<file path="src/rtl/mem_stage_if.sv">
// mem_stage_if: execute, write-back, decode and data-SRAM buses of the memory stage
interface mem_stage_if #(
  parameter int ES_TO_MS_BUS_WD = 108,
  parameter int MS_TO_WS_BUS_WD = 71
);
  logic                       ws_allowin;
  logic                       ms_allowin;
  logic                       es_to_ms_valid;
  logic [ES_TO_MS_BUS_WD-1:0] es_to_ms_bus;
  logic                       ms_to_ws_valid;
  logic [MS_TO_WS_BUS_WD-1:0] ms_to_ws_bus;
  logic [37:0]                ms_to_ds_bus;
  logic                       data_sram_req;
  logic                       data_sram_wr;
  logic [1:0]                 data_sram_size;
  logic [3:0]                 data_sram_wstrb;
  logic [31:0]                data_sram_addr;
  logic [31:0]                data_sram_wdata;
  logic                       data_sram_addr_ok;
  logic                       data_sram_data_ok;
  logic [31:0]                data_sram_rdata;
  modport slave (
    input  ws_allowin, es_to_ms_valid, es_to_ms_bus,
    input  data_sram_addr_ok, data_sram_data_ok, data_sram_rdata,
    output ms_allowin, ms_to_ws_valid, ms_to_ws_bus, ms_to_ds_bus,
    output data_sram_req, data_sram_wr, data_sram_size, data_sram_wstrb, data_sram_addr, data_sram_wdata
  );
  modport master (
    output ws_allowin, es_to_ms_valid, es_to_ms_bus,
    output data_sram_addr_ok, data_sram_data_ok, data_sram_rdata,
    input  ms_allowin, ms_to_ws_valid, ms_to_ws_bus, ms_to_ds_bus,
    input  data_sram_req, data_sram_wr, data_sram_size, data_sram_wstrb, data_sram_addr, data_sram_wdata
  );
endinterface

</file>
<file path="src/rtl/mem_stage.sv">
// mem_stage: memory-access pipeline stage driving an SRAM-like req/addr_ok/data_ok data port
module mem_stage (
  input logic        clk,
  input logic        resetn,
  mem_stage_if.slave m
);
  localparam logic [1:0] S_IDLE = 2'd0, S_REQ = 2'd1, S_WAIT = 2'd2, S_DONE = 2'd3;
  logic         r_valid;
  logic [107:0] r_bus;
  logic [1:0]   r_state;
  logic [31:0]  r_rdata;
  logic         w_uns, w_we, w_en, w_no_dest, w_gr_we;
  logic [1:0]   w_size;
  logic [4:0]   w_dest;
  logic [31:0]  w_sd, w_alu, w_pc;
  logic         w_dok, w_ready_go, w_allowin, w_accept, w_leave;
  logic [31:0]  w_raw, w_ld, w_result;
  logic [7:0]   w_byte;
  logic [15:0]  w_half;
  logic [3:0]   w_wstrb;
  logic [31:0]  w_wdata;
  assign {w_uns, w_size, w_we, w_en, w_no_dest, w_gr_we, w_dest, w_sd, w_alu, w_pc} = r_bus;
  assign w_dok      = r_state == S_WAIT && m.data_sram_data_ok;
  assign w_ready_go = !w_en || w_dok || r_state == S_DONE;
  assign w_allowin  = !r_valid || (w_ready_go && m.ws_allowin);
  assign w_accept   = m.es_to_ms_valid && w_allowin;
  assign w_leave    = r_valid && w_ready_go && m.ws_allowin;
  always_ff @(posedge clk or negedge resetn) begin
    if (!resetn) begin
      r_valid <= 1'b0;
      r_bus   <= '0;
      r_state <= S_IDLE;
      r_rdata <= '0;
    end else begin
      if (w_allowin) r_valid <= m.es_to_ms_valid;
      if (w_accept) r_bus <= m.es_to_ms_bus;
      if (w_dok) r_rdata <= m.data_sram_rdata;
      if (w_accept) r_state <= m.es_to_ms_bus[103] ? S_REQ : S_IDLE;
      else if (w_leave) r_state <= S_IDLE;
      else if (r_state == S_REQ && m.data_sram_addr_ok) r_state <= S_WAIT;
      else if (w_dok) r_state <= S_DONE;
    end
  end
  // in DONE the bus may carry unrelated data, so extract from the captured copy
  assign w_raw    = r_state == S_DONE ? r_rdata : m.data_sram_rdata;
  assign w_byte   = w_raw[{w_alu[1:0], 3'b000} +: 8];
  assign w_half   = w_alu[1] ? w_raw[31:16] : w_raw[15:0];
  assign w_ld     = w_size == 2'd0 ? {{24{~w_uns & w_byte[7]}}, w_byte} :
                    w_size == 2'd1 ? {{16{~w_uns & w_half[15]}}, w_half} : w_raw;
  assign w_result = (w_en && !w_we) ? w_ld : w_alu;
  assign w_wstrb  = !w_we ? 4'b0000 :
                    w_size == 2'd0 ? 4'b0001 << w_alu[1:0] :
                    w_size == 2'd1 ? (w_alu[1] ? 4'b1100 : 4'b0011) : 4'b1111;
  assign w_wdata  = w_size == 2'd0 ? {4{w_sd[7:0]}} : w_size == 2'd1 ? {2{w_sd[15:0]}} : w_sd;
  assign m.ms_allowin      = w_allowin;
  assign m.ms_to_ws_valid  = r_valid && w_ready_go;
  assign m.ms_to_ws_bus    = {w_no_dest, w_gr_we, w_dest, w_result, w_pc};
  assign m.ms_to_ds_bus    = {r_valid && w_en && !w_we && !w_ready_go,
                              (r_valid && w_gr_we) ? w_dest : 5'd0, w_result};
  assign m.data_sram_req   = r_state == S_REQ;
  assign m.data_sram_wr    = w_we;
  assign m.data_sram_size  = w_size;
  assign m.data_sram_wstrb = w_wstrb;
  assign m.data_sram_addr  = w_alu;
  assign m.data_sram_wdata = w_wdata;
endmodule

</file>
<file path="src/flat_wrapper.sv">
// flat-port wrapper written by rule: the top's interface ports become plain ports
module mem_stage_flat 
  (clk, resetn, m_ws_allowin, m_es_to_ms_valid, m_es_to_ms_bus, m_data_sram_addr_ok, m_data_sram_data_ok, m_data_sram_rdata, m_ms_allowin, m_ms_to_ws_valid, m_ms_to_ws_bus, m_ms_to_ds_bus, m_data_sram_req, m_data_sram_wr, m_data_sram_size, m_data_sram_wstrb, m_data_sram_addr, m_data_sram_wdata);
  mem_stage_if m_i ();
  input logic clk;
  input logic resetn;
  input wire logic [$bits(m_i.ws_allowin)-1:0] m_ws_allowin;
  input wire logic [$bits(m_i.es_to_ms_valid)-1:0] m_es_to_ms_valid;
  input wire logic [$bits(m_i.es_to_ms_bus)-1:0] m_es_to_ms_bus;
  input wire logic [$bits(m_i.data_sram_addr_ok)-1:0] m_data_sram_addr_ok;
  input wire logic [$bits(m_i.data_sram_data_ok)-1:0] m_data_sram_data_ok;
  input wire logic [$bits(m_i.data_sram_rdata)-1:0] m_data_sram_rdata;
  output wire logic [$bits(m_i.ms_allowin)-1:0] m_ms_allowin;
  output wire logic [$bits(m_i.ms_to_ws_valid)-1:0] m_ms_to_ws_valid;
  output wire logic [$bits(m_i.ms_to_ws_bus)-1:0] m_ms_to_ws_bus;
  output wire logic [$bits(m_i.ms_to_ds_bus)-1:0] m_ms_to_ds_bus;
  output wire logic [$bits(m_i.data_sram_req)-1:0] m_data_sram_req;
  output wire logic [$bits(m_i.data_sram_wr)-1:0] m_data_sram_wr;
  output wire logic [$bits(m_i.data_sram_size)-1:0] m_data_sram_size;
  output wire logic [$bits(m_i.data_sram_wstrb)-1:0] m_data_sram_wstrb;
  output wire logic [$bits(m_i.data_sram_addr)-1:0] m_data_sram_addr;
  output wire logic [$bits(m_i.data_sram_wdata)-1:0] m_data_sram_wdata;
  assign m_i.ws_allowin = m_ws_allowin;
  assign m_i.es_to_ms_valid = m_es_to_ms_valid;
  assign m_i.es_to_ms_bus = m_es_to_ms_bus;
  assign m_i.data_sram_addr_ok = m_data_sram_addr_ok;
  assign m_i.data_sram_data_ok = m_data_sram_data_ok;
  assign m_i.data_sram_rdata = m_data_sram_rdata;
  assign m_ms_allowin = m_i.ms_allowin;
  assign m_ms_to_ws_valid = m_i.ms_to_ws_valid;
  assign m_ms_to_ws_bus = m_i.ms_to_ws_bus;
  assign m_ms_to_ds_bus = m_i.ms_to_ds_bus;
  assign m_data_sram_req = m_i.data_sram_req;
  assign m_data_sram_wr = m_i.data_sram_wr;
  assign m_data_sram_size = m_i.data_sram_size;
  assign m_data_sram_wstrb = m_i.data_sram_wstrb;
  assign m_data_sram_addr = m_i.data_sram_addr;
  assign m_data_sram_wdata = m_i.data_sram_wdata;
  mem_stage u_core (.clk(clk), .resetn(resetn), .m(m_i));
endmodule
</file>
<file path="config.mk">
export PLATFORM = sky130hd
export DESIGN_NAME = mem_stage_flat
export DESIGN_NICKNAME = d
export VERILOG_FILES = /design/src/rtl/mem_stage_if.sv /design/src/rtl/mem_stage.sv /design/src/flat_wrapper.sv
export SDC_FILE = /design/constraint.sdc
export NUM_CORES = 1
export LEC_CHECK = 0
export ABC_AREA = 1
export BUFFER_PORTS_ARGS = -buffer_cell sky130_fd_sc_hd__buf_2
export CAP_MARGIN = 25
export CORE_ASPECT_RATIO = 1.2
export CORE_UTILIZATION = 40
export DETAILED_ROUTE_END_ITERATION = 7
export HOLD_SLACK_MARGIN = 0.12
export PLACE_DENSITY = 0.79
export SYNTH_ARGS = -nofsm -noshare
export SYNTH_HDL_FRONTEND = slang
export SYNTH_SLANG_ARGS = --single-unit
</file>
<file path="constraint.sdc">
create_clock -name clk -period 4.02 [get_ports clk]
set_input_delay 0.402 -clock clk [delete_from_list [all_inputs] [get_ports clk]]
set_output_delay 0.402 -clock clk [all_outputs]
set_load 0.02 [all_outputs]
</file>
======== After elaboration in Yosys (flattened, before gate mapping) ========
Index checks and enable logic that the tools add are counted.
storage, ports and cells
  bits in registers ....................... 143
  input bits .............................. 146
  output and inout port bits .............. 183
  logic and storage cells ................. 50
cells by class
  equality and inequality tests ........... 4
  shift-type cells ........................ 2
  muxes and demuxes ....................... 17
  bitwise gates (word level) .............. 3
  reduce and logical (&&, ||, !) cells .... 20
operators with widths
  kind                   number
  $mux W32               6
  $shiftx A32 B6 Y8      1
  $mux W16               1
  $mux W4                4
  $logic_and A1 B1 Y1    11
  $mux W2                4
  $mux W5                1
  $eq A2 B1 Y1 const B   2
  $eq A2 B2 Y1 const B   2
  $logic_not A1 Y1       4
  $reduce_bool A4 Y1     1
  $shl A1 B2 Y4 const A  1
  $logic_or A1 B1 Y1     3
  $and A1 B1 Y1          2
  $logic_not A2 Y1       1
  $mux W1                1
  $not A1 Y1             1

======== Depth between registers and ports, before layout ========
Gate-level depths: netlist of the first run.
  depth in word-level cells ............... 8
  depth in mapped cells ................... 13
  mapped depth without buffers ............ 10

======== Worst setup path after synthesis of the first run ========
Ideal clock, no wire load.
  path type ............................... register -> output
  from .................................... register u_core.r_bus[33]
  to ...................................... output m_ms_to_ws_bus[47]
  data arrival time ....................... 1,923 ps
  data required time ...................... 3,618 ps
  setup slack ............................. 1,695 ps
  stages on the path, launching flop included .. 11
  buffers on the path ..................... 3
  cells stage by stage .................... dfrtp_1 buf_2 nor2_2 nand3_1 nand2_1 inv_1 nand2_1 nand3_2 buf_2 a21oi_1 buf_4
on the way
  longest elaborated chain between the ends .. 4
  elaborated cells on any way between the ends .. 6
  those cells by class .................... shift: 1; mux: 4; bitwise: 1
RTL lines
  what                                           line                              source
  from (decl)                                    mem_stage.sv:9                    logic [107:0] r_bus;
  from (signal assigned)                         mem_stage.sv:36                   if (w_accept) r_bus <= m.es_to_ms_bus;
  $shiftx A32 B6 Y8 or $mux W16 (tied branches)  mem_stage.sv:46, mem_stage.sv:47
  $and A1 B1 Y1 or $mux W32 (tied branches)      mem_stage.sv:48, mem_stage.sv:49
  $mux W32 (*)                                   mem_stage.sv:48                   assign w_ld = w_size == 2'd0 ? {{24{~w_uns & w_byte[7]}}, w_byte} :
  $mux W32 (*)                                   mem_stage.sv:50                   assign w_result = (w_en && !w_we) ? w_ld : w_alu;
  to (decl)                                      flat_wrapper.sv:15                output wire logic [$bits(m_i.ms_to_ws_bus)-1:0] m_ms_to_ws_bus;
Every way passes the cells marked *; elsewhere a longest branch is shown, timed or not.

======== Final worst setup path of the first run ========
  from .................................... register u_core.r_state[1]
  to ...................................... output m_ms_to_ds_bus[19]
on the way
  longest elaborated chain between the ends .. 7
  elaborated cells on any way between the ends .. 9
  those cells by class .................... eq/ne: 1; shift: 1; mux: 5; bitwise: 2
RTL lines
  what                                                       line                source
  from (decl)                                                mem_stage.sv:10     logic [1:0] r_state;
  from (signal assigned)                                     mem_stage.sv:38     if (w_accept) r_state <= m.es_to_ms_bus[103] ? S_REQ : S_IDLE;
  $eq A2 B2 Y1 (*)                                           mem_stage.sv:45     assign w_raw = r_state == S_DONE ? r_rdata : m.data_sram_rdata;
  $mux W32 (*)                                               mem_stage.sv:45
  branches (longest 3 deep; another with $shiftx A32 B6 Y8)  -
  $mux W32 (*)                                               mem_stage.sv:48
  $mux W32 (*)                                               mem_stage.sv:50
  to (decl)                                                  flat_wrapper.sv:16  output wire logic [$bits(m_i.ms_to_ds_bus)-1:0] m_ms_to_ds_bus;
Every way passes the cells marked *.

==> results.sh, run 1 <==
export IMPL_fin_crit_sh_pct=87.6
export IMPL_die_y_um=159
export IMPL_cp_start_kind="flip-flop"
export IMPL_globalplace_congestion=0.935
export IMPL_clkTransAtPathRegs_ps=70
export IMPL_grt_setup_unrepaired="false"
export IMPL_post_place_ws_ps=974
export IMPL_die_w_um=133
export IMPL_syn_area_per_cell_um2=7.16
export IMPL_postLayoutCoreUtil_pct=48.6
export IMPL_fin_nets=1484
export IMPL_overflow=0
export IMPL_ys_async_sr_fraction_pct=100
export IMPL_seq_area_frac_synth_pct=43.5
export IMPL_drcViolationCount=0
export IMPL_antenna_found_initial=2
export IMPL_drive_gt1_share_pct=28.9
export IMPL_viasPerCell=4.81
export IMPL_yosysWarnings=0
export IMPL_clk_latency_ps=420
export IMPL_min_period_ps=3520
export IMPL_maxSlewViolCount=0
export IMPL_cts_sinks=143
export IMPL_antenna_left=0
export IMPL_dpl_hpwl_mm=19.0
export IMPL_row_count=57
export IMPL_cp_startpoint="u_core.r_state[1]"
export IMPL_fmax_mhz=284
export IMPL_ir_worst_vdd_mv=0.376
export IMPL_grt_pass1_wl_mm=40.0
export IMPL_dr_pass1_iters=6
export IMPL_hold_viol_final=0
export IMPL_seq_area_um2=3580
export IMPL_min_delay_path_class="in -> reg"
export IMPL_placed_area_um2=9180
export IMPL_cts_setup_buffers=0
export IMPL_die_area_um2=21200
export IMPL_ys_seq_elements=143
export IMPL_io_pins=329
export IMPL_synth_nets=1296
export IMPL_p_per_area_nw_per_um2=879
export IMPL_hp_start="m_es_to_ms_bus[15]"
export IMPL_routed_wl_mm=25.5
export IMPL_n_fill_cell=2017
export IMPL_hold_slack_ps=175
export IMPL_maxSlewHeadroom_pct=35.8
export IMPL_initial_core_util_pct=40.8
export IMPL_cts_root_buf="clkbuf_16"
export IMPL_h_tree_depth=4
export IMPL_ys_flop_type="dfrtp_1"
export IMPL_leakagePower_nw=5.75
export IMPL_tightest_slew_ps=964
export IMPL_maxCapViolCount=0
export IMPL_crit_fanout=33
export IMPL_io_buffers=328
export IMPL_final_area_um2=9810
export IMPL_cp_end_kind="output port"
export IMPL_syn_area_um2=8230
export IMPL_cts_tree="built"
export IMPL_vias=7776
export IMPL_grt_max_degree=91
export IMPL_synth_edf_count=0
export IMPL_reg2reg_from="u_core.r_state[1]"
export IMPL_core_area_um2=20200
export IMPL_track_usage_pct=24.7
export IMPL_multi_input_area_um2=3290
export IMPL_fin_skew_ps=10.4
export IMPL_syn2layout_area_growth_pct=19.2
export IMPL_setup_viol_count_final=0
export IMPL_drt_initial_drc_count=530
export IMPL_synthCells=1150
export IMPL_crit_type="reg -> out"
export IMPL_cts_resized=0
export IMPL_critPathRequiredTime_ps=3620
export IMPL_cts_made_buffers=17
export IMPL_outcome="finished, final reports clean"
export IMPL_grt_pass1_vias=7510
export IMPL_detail_route_wl_per_cell_um=15.8
export IMPL_ys_types=28
export IMPL_setup_tns_ps=0
export IMPL_clockBufferDepth=2
export IMPL_fin_ws_ps=498
export IMPL_cp_arrival_ps=3120
[stage by stage]
step	power, mW	instances
CTS	8.67	1616
floorplan	6.04	1150
global placement	6.88	1582
finish	8.62	1617
global route	9.21	1616
detailed placement	6.95	1583
[where the power goes]
part / internal (mW) / switching (mW)
clock: 1.00 / 0.686
sequential: 2.02 / 0.430
combinational: 1.36 / 3.13
[final cells by class]
| type | count | share of cell area, % |
|---|---|---|
| antenna | 1 | 0.0255 |
| inverter | 59 | 2.28 |
| clock buffer | 18 | 4.37 |
| sequential | 143 | 36.5 |
| tap | 265 | 3.38 |
| timing repair buffer | 340 | 17.9 |
| clock inverter | 14 | 1.98 |
| multi-input combinational | 777 | 33.6 |
[cell usage after synthesis (18+ instances only)]
library cell | instances | area share [%]
o21ai_0 | 48 | 2.9
dfrtp_1 | 143 | 43
nand2_1 | 550 | 25
nor2_1 | 37 | 1.7
clkbuf_1 | 23 | 1.0
a21oi_1 | 37 | 2.2
o211ai_1 | 18 | 1.6
buf_4 | 114 | 10
nand3_1 | 25 | 1.5
buf_2 | 27 | 1.6
o21ai_1 | 28 | 1.7
inv_1 | 53 | 2.4
[state kept, by name, summed over array words and instances (netlist names)]
name and flops:
u_core.r_rdata 32, u_core.r_bus 108, u_core.r_state 2, u_core.r_valid 1
[cell usage in the layout (no fill, tap or decap), drive strengths merged]
| cell type | instances |
|---|---|
| o21ai | 76 |
| clkinv | 5 |
| inv | 65 |
| nor3 | 3 |
| mux2 | 7 |
| bufinv | 3 |
| dfrtp | 143 |
| buf | 339 |
| nand2 | 554 |
| a31oi | 1 |
| or2 | 6 |
| nor2 | 40 |
| a21oi | 37 |
| dlygate4sd3 | 1 |
| o211ai | 18 |
| diode | 1 |
| a21boi | 4 |
| nand4 | 5 |
| clkbuf | 18 |
| nand3 | 26 |
[worst paths after layout]
path | depth (start not counted) | slack (ps) | end
max reg2reg | 9 | 910 | u_core.r_state[0]
max in group asynchronous | 4 | 2460 | u_core.r_bus[99]
min reg2reg | 2 | 480 | u_core.r_bus[27]
max | 10 | 500 | m_ms_to_ds_bus[19]
min in group asynchronous | 2 | 470 | u_core.r_rdata[11]
min | 3 | 180 | u_core.r_bus[15]
[critical path: stages (launching register included)]
cell	delay, ps
dfrtp_1	560
nand2_2	490
buf_4	410
nor2_1	70
a21oi_1	470
nand2_1	120
a21boi_1	160
nand2_1	80
nand2_1	80
nand2_1	90
buf_2	160
[timing repair]
action / 4_1_cts / 5_1_grt
endpoints found under the setup margin: 0 / 0
hold buffers: 1 / 0
endpoints found under the hold margin: 39 / 0
[layer usage]
layer  up-vias  global-route usage (%)  share of wire (%)
met2       345                    42.5                 50
met3        51                    6.97                7.6
met5         -                       0              0.094
met1      3538                    28.6                 40
li1       3838                       -                  -
met4         4                    9.93                3.1
[kinds of logic after synthesis]
group | Yosys count | synth area share, %
mux | 7 | 0.958
simple gates | 634 | 30.0
buf+inv | 230 | 16.6
flops | 143 | 43.5
compound gates | 136 | 8.95
Power figures use the tool's default switching activity.
==> inputs of run 2 (changes only) <==
Settings changed: CTS_BUF_LIST set to sky130_fd_sc_hd__clkbuf_4.
==> run 2 against run 1 <==
Sequential power about the same; fmax down 3.8%; worst hold slack worse by 7.3 ps; combinational power up 4%; wire length up 14%; setup slack worse by 140 ps; critical path type unchanged.
==> results.sh, run 2 (synthesis gave the netlist of run 1 again) <==
export IMPL_min_delay_path_class="in -> reg"
export IMPL_core_area_um2=20200
export IMPL_fmax_mhz=273
export IMPL_viasPerCell=4.92
export IMPL_fin_nets=1619
export IMPL_outcome="finished, final reports clean"
export IMPL_reg2reg_to="u_core.r_state[0]"
export IMPL_row_count=57
export IMPL_die_y_um=159
export IMPL_cts_made_buffers=17
export IMPL_maxSlewViolCount=0
export IMPL_dr_pass1_iters=8
export IMPL_clockBufferDepth=2
export IMPL_cp_end_kind="output port"
export IMPL_io_buffers=328
export IMPL_drcViolationCount=0
export IMPL_reg_largest_list="u_core.r_bus x108, u_core.r_rdata x32, u_core.r_state x2"
export IMPL_h_tree_depth=4
export IMPL_crit_buf_inv=2
export IMPL_dpl_hpwl_mm=19.0
export IMPL_largest_register_ffs=108
export IMPL_worst_path_max_delay_cell="dfrtp_1"
export IMPL_crit_chain="nand2_2, buf_4, nor2_1, a21oi_1, o21ai_0, a21oi_1, nand2_1, nand2_1, buf_2"
export IMPL_clk_latency_ps=560
export IMPL_globalplace_congestion=0.935
export IMPL_routed_wl_mm=29.0
export IMPL_grt_pass1_vias=8677
export IMPL_cts_tree="built"
export IMPL_cp_start_kind="flip-flop"
export IMPL_cts_sinks=143
export IMPL_p_per_area_nw_per_um2=757
export IMPL_setup_tns_ps=0
export IMPL_critPathRequiredTime_ps=3620
export IMPL_reg2reg_depth=10
export IMPL_syn2layout_area_growth_pct=32.1
export IMPL_fin_crit_sh_pct=91.0
export IMPL_crit_fanout=33
export IMPL_clkTransAtPathRegs_ps=140
export IMPL_tightest_slew_ps=992
export IMPL_drive_gt1_share_pct=26.4
export IMPL_overflow=0
export IMPL_cts_setup_buffers=0
export IMPL_hold_viol_final=0
export IMPL_placed_area_um2=9180
export IMPL_initial_core_util_pct=40.8
export IMPL_drt_initial_drc_count=693
export IMPL_fin_skew_ps=22.5
export IMPL_critPathTopFamily="simple AND/OR/NAND/NOR gates"
export IMPL_setup_viol_count_final=0
export IMPL_ir_worst_vdd_mv=0.399
export IMPL_leakagePower_nw=6.18
export IMPL_track_usage_pct=27.7
export IMPL_n_fill_cell=1846
export IMPL_io_pins=329
export IMPL_detail_route_wl_per_cell_um=16.5
export IMPL_mostFrequentLayoutCells="nand2_1, buf_2, dfrtp_1"
export IMPL_holdPathStages=3
export IMPL_min_to="u_core.r_rdata[7]"
export IMPL_die_w_um=133
export IMPL_final_area_um2=10900
export IMPL_grt_pass1_wl_mm=45.2
export IMPL_slowest_delay_ps=580
export IMPL_grt_setup_unrepaired="false"
export IMPL_maxSlewHeadroom_pct=33.9
export IMPL_cp_arrival_ps=3260
export IMPL_r2r_setup_slack_ps=460
export IMPL_die_area_um2=21200
export IMPL_cts_root_buf="clkbuf_4"
export IMPL_reg2reg_from="u_core.r_state[1]"
export IMPL_min_period_ps=3660
export IMPL_grt_max_degree=91
export IMPL_vias=8615
export IMPL_antenna_found_initial=1
export IMPL_hp_start="m_data_sram_rdata[7]"
export IMPL_regMostFlops="u_core.r_bus"
export IMPL_crit_type="reg -> out"
export IMPL_antenna_left=0
export IMPL_final_common_cell="nand2_1"
export IMPL_p_total_mw=8.23
export IMPL_maxCapViolCount=0
## run 2: routing by layer
metal	up-vias	GRT usage, %	routed length, um
li1	4110	-	-
met1	3980	31.6	11200
met2	449	48.7	14500
met3	76	5.76	2130
met4	0	14.1	1190
met5	-	0	0
## run 2: metrics by stage
stage	setup WS, ps	hold WS [ps]	std cells	util, %
final	360	168	1752	53.9
after global routing	64.4	153	1752	53.9
after CTS	383	120	1751	53.9
after detailed placement	974	346	1583	45.5
after global placement	1100	458	1582	45.3
after floorplan	1690	106	1150	-
## run 2: worst min-delay path, stage by stage
cell and delay, ps:
buf_2 90, inv_1 90, o21ai_0 100
## run 2: what timing repair did
item,CTS,global route
endpoints found under the setup margin,0,1
gates resized for setup,0,1
hold buffers,136,0
hold endpoints to repair,173,0
## run 2: area by class of cell
| cell class | instances | area (um^2) | area share, % |
|---|---|---|---|
| clock buffers | 18 | 135 | 1.24 |
| clock inverters | 14 | 194 | 1.78 |
| flip-flops and latches | 143 | 3580 | 32.9 |
| diodes | 1 | 2.50 | 0.0230 |
| repair buffers | 475 | 3110 | 28.6 |
| well taps | 265 | 332 | 3.05 |
| multi-input cells | 777 | 3290 | 30.3 |
| inverters | 59 | 226 | 2.08 |
## run 2: worst max-delay path by stage
stage | from | slack [ps] | to | cells past startpoint
final | u_core.r_state[1] | 360 | m_ms_to_ds_bus[3] | 9
after CTS | u_core.r_state[1] | 380 | m_ms_to_ds_bus[3] | 9
after detailed placement | u_core.r_state[0] | 970 | u_core.r_state[0] | 9
after global placement | u_core.r_state[1] | 1100 | m_ms_to_ws_bus[35] | 9
after global routing | u_core.r_state[1] | 60 | m_ms_to_ds_bus[15] | 9
after floorplan | u_core.r_bus[33] | 1690 | m_ms_to_ws_bus[47] | 10
## run 2: power by group
| group | internal [mW] | switching [mW] | total (mW) |
|---|---|---|---|
| Clock | 0.464 | 0.632 | 1.10 |
| Sequential | 2.01 | 0.447 | 2.46 |
| Combinational | 1.45 | 3.23 | 4.68 |
| Total | 3.92 | 4.31 | 8.23 |
